--- src/rtl/cp0_regfile.sv ---
// MIPS coprocessor-0 register file: exception commit, MTC0/MFC0 and the Count/Compare timer.
// Define CP0_TIMER_INT_EN to route the timer interrupt into Cause[15] and Cause.TI.
module cp0_regfile #(
  parameter logic [31:0] PRID_VAL   = 32'h0000_4220,
  parameter logic [31:0] CONFIG_VAL = 32'h0000_8000
) (
  input  logic        clk,
  input  logic        resetn,
  input  logic        we_i,
  input  logic [4:0]  waddr_i,
  input  logic [4:0]  raddr_i,
  input  logic [31:0] data_i,
  input  logic [5:0]  int_i,
  input  logic [31:0] excepttype_i,
  input  logic [31:0] pc_i,
  input  logic        is_in_delayslot_i,
  input  logic [31:0] bad_addr_i,
  output logic [31:0] data_o,
  output logic [31:0] status_o,
  output logic [31:0] cause_o,
  output logic [31:0] epc_o,
  output logic [31:0] count_o,
  output logic [31:0] compare_o,
  output logic [31:0] badvaddr_o,
  output logic        timer_int_o
);

  localparam logic [4:0] REG_BADVADDR = 5'd8;
  localparam logic [4:0] REG_COUNT    = 5'd9;
  localparam logic [4:0] REG_COMPARE  = 5'd11;
  localparam logic [4:0] REG_STATUS   = 5'd12;
  localparam logic [4:0] REG_CAUSE    = 5'd13;
  localparam logic [4:0] REG_EPC      = 5'd14;
  localparam logic [4:0] REG_PRID     = 5'd15;
  localparam logic [4:0] REG_CONFIG   = 5'd16;
  localparam logic [4:0] REG_NONE     = 5'd0;

  localparam logic [31:0] EXC_NONE = 32'h0000_0000;
  localparam logic [31:0] EXC_INT  = 32'h0000_0001;
  localparam logic [31:0] EXC_ADEL = 32'h0000_0004;
  localparam logic [31:0] EXC_ADES = 32'h0000_0005;
  localparam logic [31:0] EXC_ERET = 32'h0000_000e;

  localparam logic [31:0] STATUS_RST   = 32'h0040_0000;
  localparam logic [31:0] STATUS_WMASK = 32'h0000_ff03;

  // BEV is hard-wired high; only IM, EXL and IE are software-writable.
  function automatic logic [31:0] status_wr(input logic [31:0] d);
    return (d & STATUS_WMASK) | STATUS_RST;
  endfunction

  logic [31:0] status_r, cause_r, epc_r, count_r, compare_r, badvaddr_r;
  logic        tick_r, timer_int_r;
  logic [31:0] status_s, cause_s, epc_s, count_s, compare_s, badvaddr_s;
  logic        tick_s, timer_int_s;
  logic [4:0]  wsel_s;

  // Next-state for all CP0 state: timer, MTC0, then exception commit.
  always_comb begin
    status_s   = status_r;
    cause_s    = cause_r;
    epc_s      = epc_r;
    compare_s  = compare_r;
    badvaddr_s = badvaddr_r;
    tick_s     = ~tick_r;
    if (tick_r) begin
      count_s = count_r + 32'd1;
    end else begin
      count_s = count_r;
    end

    // Any exception or ERET squashes the MTC0, including its Compare clear.
    if (we_i && (excepttype_i == EXC_NONE)) begin
      wsel_s = waddr_i;
    end else begin
      wsel_s = REG_NONE;
    end

    if (wsel_s == REG_COMPARE) begin
      timer_int_s = 1'b0;
    end else if (count_r == compare_r) begin
      timer_int_s = 1'b1;
    end else begin
      timer_int_s = timer_int_r;
    end

    cause_s[14:10] = int_i[4:0];
`ifdef CP0_TIMER_INT_EN
    cause_s[15] = int_i[5] | timer_int_r;
    cause_s[30] = timer_int_s;
`else
    cause_s[15] = int_i[5];
    cause_s[30] = 1'b0;
`endif

    case (wsel_s)
      REG_COUNT:   count_s      = data_i;
      REG_COMPARE: compare_s    = data_i;
      REG_STATUS:  status_s     = status_wr(data_i);
      REG_CAUSE:   cause_s[9:8] = data_i[9:8];
      REG_EPC:     epc_s        = data_i;
      default:     wsel_s       = REG_NONE;
    endcase

    case (excepttype_i)
      EXC_NONE: status_s[1] = status_s[1];
      EXC_ERET: status_s[1] = 1'b0;
      default: begin
        // A nested exception keeps the original return address.
        if (status_r[1]) begin
          epc_s       = epc_r;
          cause_s[31] = cause_r[31];
        end else if (is_in_delayslot_i) begin
          epc_s       = pc_i - 32'd4;
          cause_s[31] = 1'b1;
        end else begin
          epc_s       = pc_i;
          cause_s[31] = 1'b0;
        end
        status_s[1] = 1'b1;
        if (excepttype_i == EXC_INT) begin
          cause_s[6:2] = 5'd0;
        end else begin
          cause_s[6:2] = excepttype_i[4:0];
        end
        if ((excepttype_i == EXC_ADEL) || (excepttype_i == EXC_ADES)) begin
          badvaddr_s = bad_addr_i;
        end else begin
          badvaddr_s = badvaddr_r;
        end
      end
    endcase
  end

  // CP0 state registers.
  always_ff @(posedge clk or negedge resetn) begin
    if (!resetn) begin
      status_r    <= STATUS_RST;
      cause_r     <= 32'h0000_0000;
      epc_r       <= 32'h0000_0000;
      count_r     <= 32'h0000_0000;
      compare_r   <= 32'h0000_0000;
      badvaddr_r  <= 32'h0000_0000;
      tick_r      <= 1'b0;
      timer_int_r <= 1'b0;
    end else begin
      status_r    <= status_s;
      cause_r     <= cause_s;
      epc_r       <= epc_s;
      count_r     <= count_s;
      compare_r   <= compare_s;
      badvaddr_r  <= badvaddr_s;
      tick_r      <= tick_s;
      timer_int_r <= timer_int_s;
    end
  end

  // MFC0 read port; deliberately shows pre-write state.
  always_comb begin
    case (raddr_i)
      REG_BADVADDR: data_o = badvaddr_r;
      REG_COUNT:    data_o = count_r;
      REG_COMPARE:  data_o = compare_r;
      REG_STATUS:   data_o = status_r;
      REG_CAUSE:    data_o = cause_r;
      REG_EPC:      data_o = epc_r;
      REG_PRID:     data_o = PRID_VAL;
      REG_CONFIG:   data_o = CONFIG_VAL;
      default:      data_o = 32'h0000_0000;
    endcase
  end

  assign status_o    = status_r;
  assign cause_o     = cause_r;
  assign epc_o       = epc_r;
  assign count_o     = count_r;
  assign compare_o   = compare_r;
  assign badvaddr_o  = badvaddr_r;
  assign timer_int_o = timer_int_r;

endmodule

--- config.mk ---
export PLATFORM = sky130hd
export DESIGN_NAME = cp0_regfile
export DESIGN_NICKNAME = d
export VERILOG_FILES = /design/src/rtl/cp0_regfile.sv
export SDC_FILE = /design/constraint.sdc
export NUM_CORES = 1
export LEC_CHECK = 0
export ABC_CLOCK_PERIOD_IN_PS = 5700
export CAP_MARGIN = 30
export CORE_MARGIN = 1.5
export CORE_UTILIZATION = 36
export CTS_BUF_LIST = sky130_fd_sc_hd__clkbuf_4
export DETAILED_ROUTE_END_ITERATION = 12
export DONT_BUFFER_PORTS = 1
export REMOVE_ABC_BUFFERS = 1
export SYNTH_ARGS = -nofsm -noshare
export SYNTH_HDL_FRONTEND = slang
export SYNTH_SLANG_ARGS = --single-unit
--- constraint.sdc ---
create_clock -name clk -period 5.7 [get_ports clk]
set_clock_uncertainty 0.05 [all_clocks]
set_input_delay 0.57 -clock clk [delete_from_list [all_inputs] [get_ports clk]]
set_output_delay 0.57 -clock clk [all_outputs]
set_load 0.03 [all_outputs]
==> metrics.txt <==
clk_lat worst skew 0.56 ns; Critical Path Sink Type primary output; Synth Cell Area 8720 um^2; Max-Cap Viols 0; GPL Wtd Cong 0.8605; gr ovfl total 0; hold_ws 0.06838 ns; I/O Buffers 0; area of the core 23,610 um^2; Synth Flop Type dfrtp_1; H-Tree Depth 4; startpoint type of the worst setup path primary input; Crit Path Class primary input to primary output; Die Ht 158.6 um; Max Slew Vio Count 0; WL final 31.86 mm; Pre-antenna DRT Iters 5; Reg clk slew, reported paths 0.14 ns; fin area 9288 um^2; vias in the first global route 6,848; dpl cell area 8910 um^2; initial core utilization 0.3693; Final ANT Viol Nets 0; CTS Sinks 154; power density over cell area 200.0 nW/um^2; Core Util, Final 0.3933; worst-margin pin slew 1.104 ns; Req. time, crit path 5.08 ns; leak pwr 0.004005 uW; Slew HR 0.2611; Die Footprint 25,160 um^2; RSZ-0062 raised after global routing no; die width 158.6 um; sequential area share after synthesis 0.4420; share of the synthesized area in the top cell type 0.4420; Post-synth top cells dfrtp_1, mux2_2, xnor2_1, nand2_1, nor2_1; outcome complete, no violations; yosys warns 0; largest net degree at the start of global routing 155; maximum vdd drop 0.0001157 V; total power 1858 uW; Post-CTS Resized 0; Critical Path Source raddr_i[4]; clk buf depth 2; Max Freq 298.6 MHz; global-route wire length before repair 45.33 mm; IO Pins 373; Vias/cell 5.845; Row Count 56; RR Startpoint count_o[6]$_DFFE_PN0P_; unique cell type count in the Yosys netlist 54; area grow syn2layout 6.515%; syn avg cell area 10.05 um^2; Final nets 1,013; Fill cells 2,373; Setup Buffers After CTS 0; Yosys reg bits 154; synth top area cells dfrtp_1, mux2_2, xnor2_1, a22oi_1, buf_4; Synth area leader dfrtp_1; Syn Inst Count 868; layout cells sized above 1 0.1693; initial antenna violation count 1; FF+latch area 3854 um^2; Iteration-0 DRC Markers 746; crit path max fanout 22; Post-synth EDFFs 0; root buf cell clkbuf_4; post-DR wirelength/cell 26.68 um; asr flop ratio synth 1.000; worst endpoint data arrival time 2.73 ns; worst hold path type primary input to flip-flop; GRT Util Overall 0.2503; clock period minus worst slack 3.349 ns; # setup viols final 0; vias 6,979; footprint of the multi-input gates 4442 um^2; HPWL Detailed 22.97 mm; final setup TNS 0 ns; CTS buffer count 17; Remaining DRCs 0; Hold Crit Start excepttype_i[1]; crit share post-route 0.5876; Fin. Hold Viols 0; most common cell in the netlist dfrtp_1; CTS tree done
[registers in the layout, indices dropped and copies added, names as in the netlist]
register and cells:
status_o 10, compare_o 32, tick_r 1, epc_o 32, badvaddr_o 32, cause_o 14, timer_int_o 1, count_o 32
[per-stage QoR]
| step | instances | worst slack [ns] |
|---|---|---|
| 2_1_floorplan | 818 | 1.405 |
| 3_3_place_gp | 1149 | 2.266 |
| 3_5_place_dp | 1151 | 2.204 |
| 4_1_cts | 1193 | 2.428 |
| 5_1_grt | 1194 | 2.357 |
| 6_report | 1194 | 2.351 |
[worst paths after layout]
path / endpoint / slack [ns] / depth (start not counted)
worst min register to register: tick_r$_DFF_PN0_ / 0.55 / 1
worst max register to register: count_o[31]$_DFFE_PN0P_ / 2.83 / 5
worst max-delay path: data_o[25] / 2.35 / 5
max in group asynchronous: status_o[15]$_DFFE_PN0N_ / 4.27 / 2
min in group asynchronous: badvaddr_o[10]$_DFFE_PN0P_ / 0.53 / 2
worst min-delay path: cause_o[3]$_DFFE_PN0N_ / 0.07 / 2
[power breakdown]
part | internal [uW] | leakage [uW] | switching [uW] | total [uW]
registers | 1100 | 0.00201 | 12.3 | 1110
logic | 26.8 | 0.00187 | 89.7 | 116
clock network | 212 | 0.000116 | 420 | 633
total | 1340 | 0.00401 | 522 | 1860
[worst max-delay path, cell delays in order]
cell,delay [ns]
nand3b_1,0.21
nor3b_2,0.93
buf_4,0.50
a22oi_1,0.15
nand2_1,0.34
[cells by family (layout without fill, tap and decap cells)]
group                    Yosys count  in the layout  synth area share
flip-flops                       154            154            0.4420
multiplexers                      78             78            0.1004
buffers and inverters            113             81           0.07017
adder cells (fa/ha/maj)            2              2          0.002869
XOR/XNOR                          88             88           0.08839
AO/OA/AOI/OAI                    155            155            0.1314
other                              2             41         0.0008613
AND/OR/NAND/NOR                  276            276            0.1639
[what timing repair did]
item / CTS / global route
endpoints found under the setup margin: 0 / 0
endpoints found under the hold margin: 163 / 0
hold buffers: 12 / 0
[cells in the final DEF, fill, tap and decap left out, types with 22 or more instances in the layout]
cell,count
nor2_1,61
conb_1,40
mux2_2,75
nand3_1,24
inv_1,25
nor4_1,26
xnor2_1,73
nand4_1,22
nand2_1,70
a21oi_1,42
dfrtp_1,154
a22oi_1,58
[routing by layer]
metal  vias to the layer above  share of wire  global-route usage
li1                       3075              -                   -
met1                      3537           0.42              0.3274
met2                       342           0.48              0.4096
met3                        25          0.083             0.06532
met4                         0          0.016             0.06587
met5                         -              0                   0
[layout make-up]
class / count / share of cell area
multi-input cells: 639 / 0.4782
flip-flops and latches: 154 / 0.4149
well taps: 319 / 0.04297
repair buffers: 26 / 0.02789
clock buffers: 18 / 0.01455
clock inverters: 12 / 0.01105
inverters: 25 / 0.01010
diodes: 1 / 0.0002694
Power figures use the tool's default switching activity.
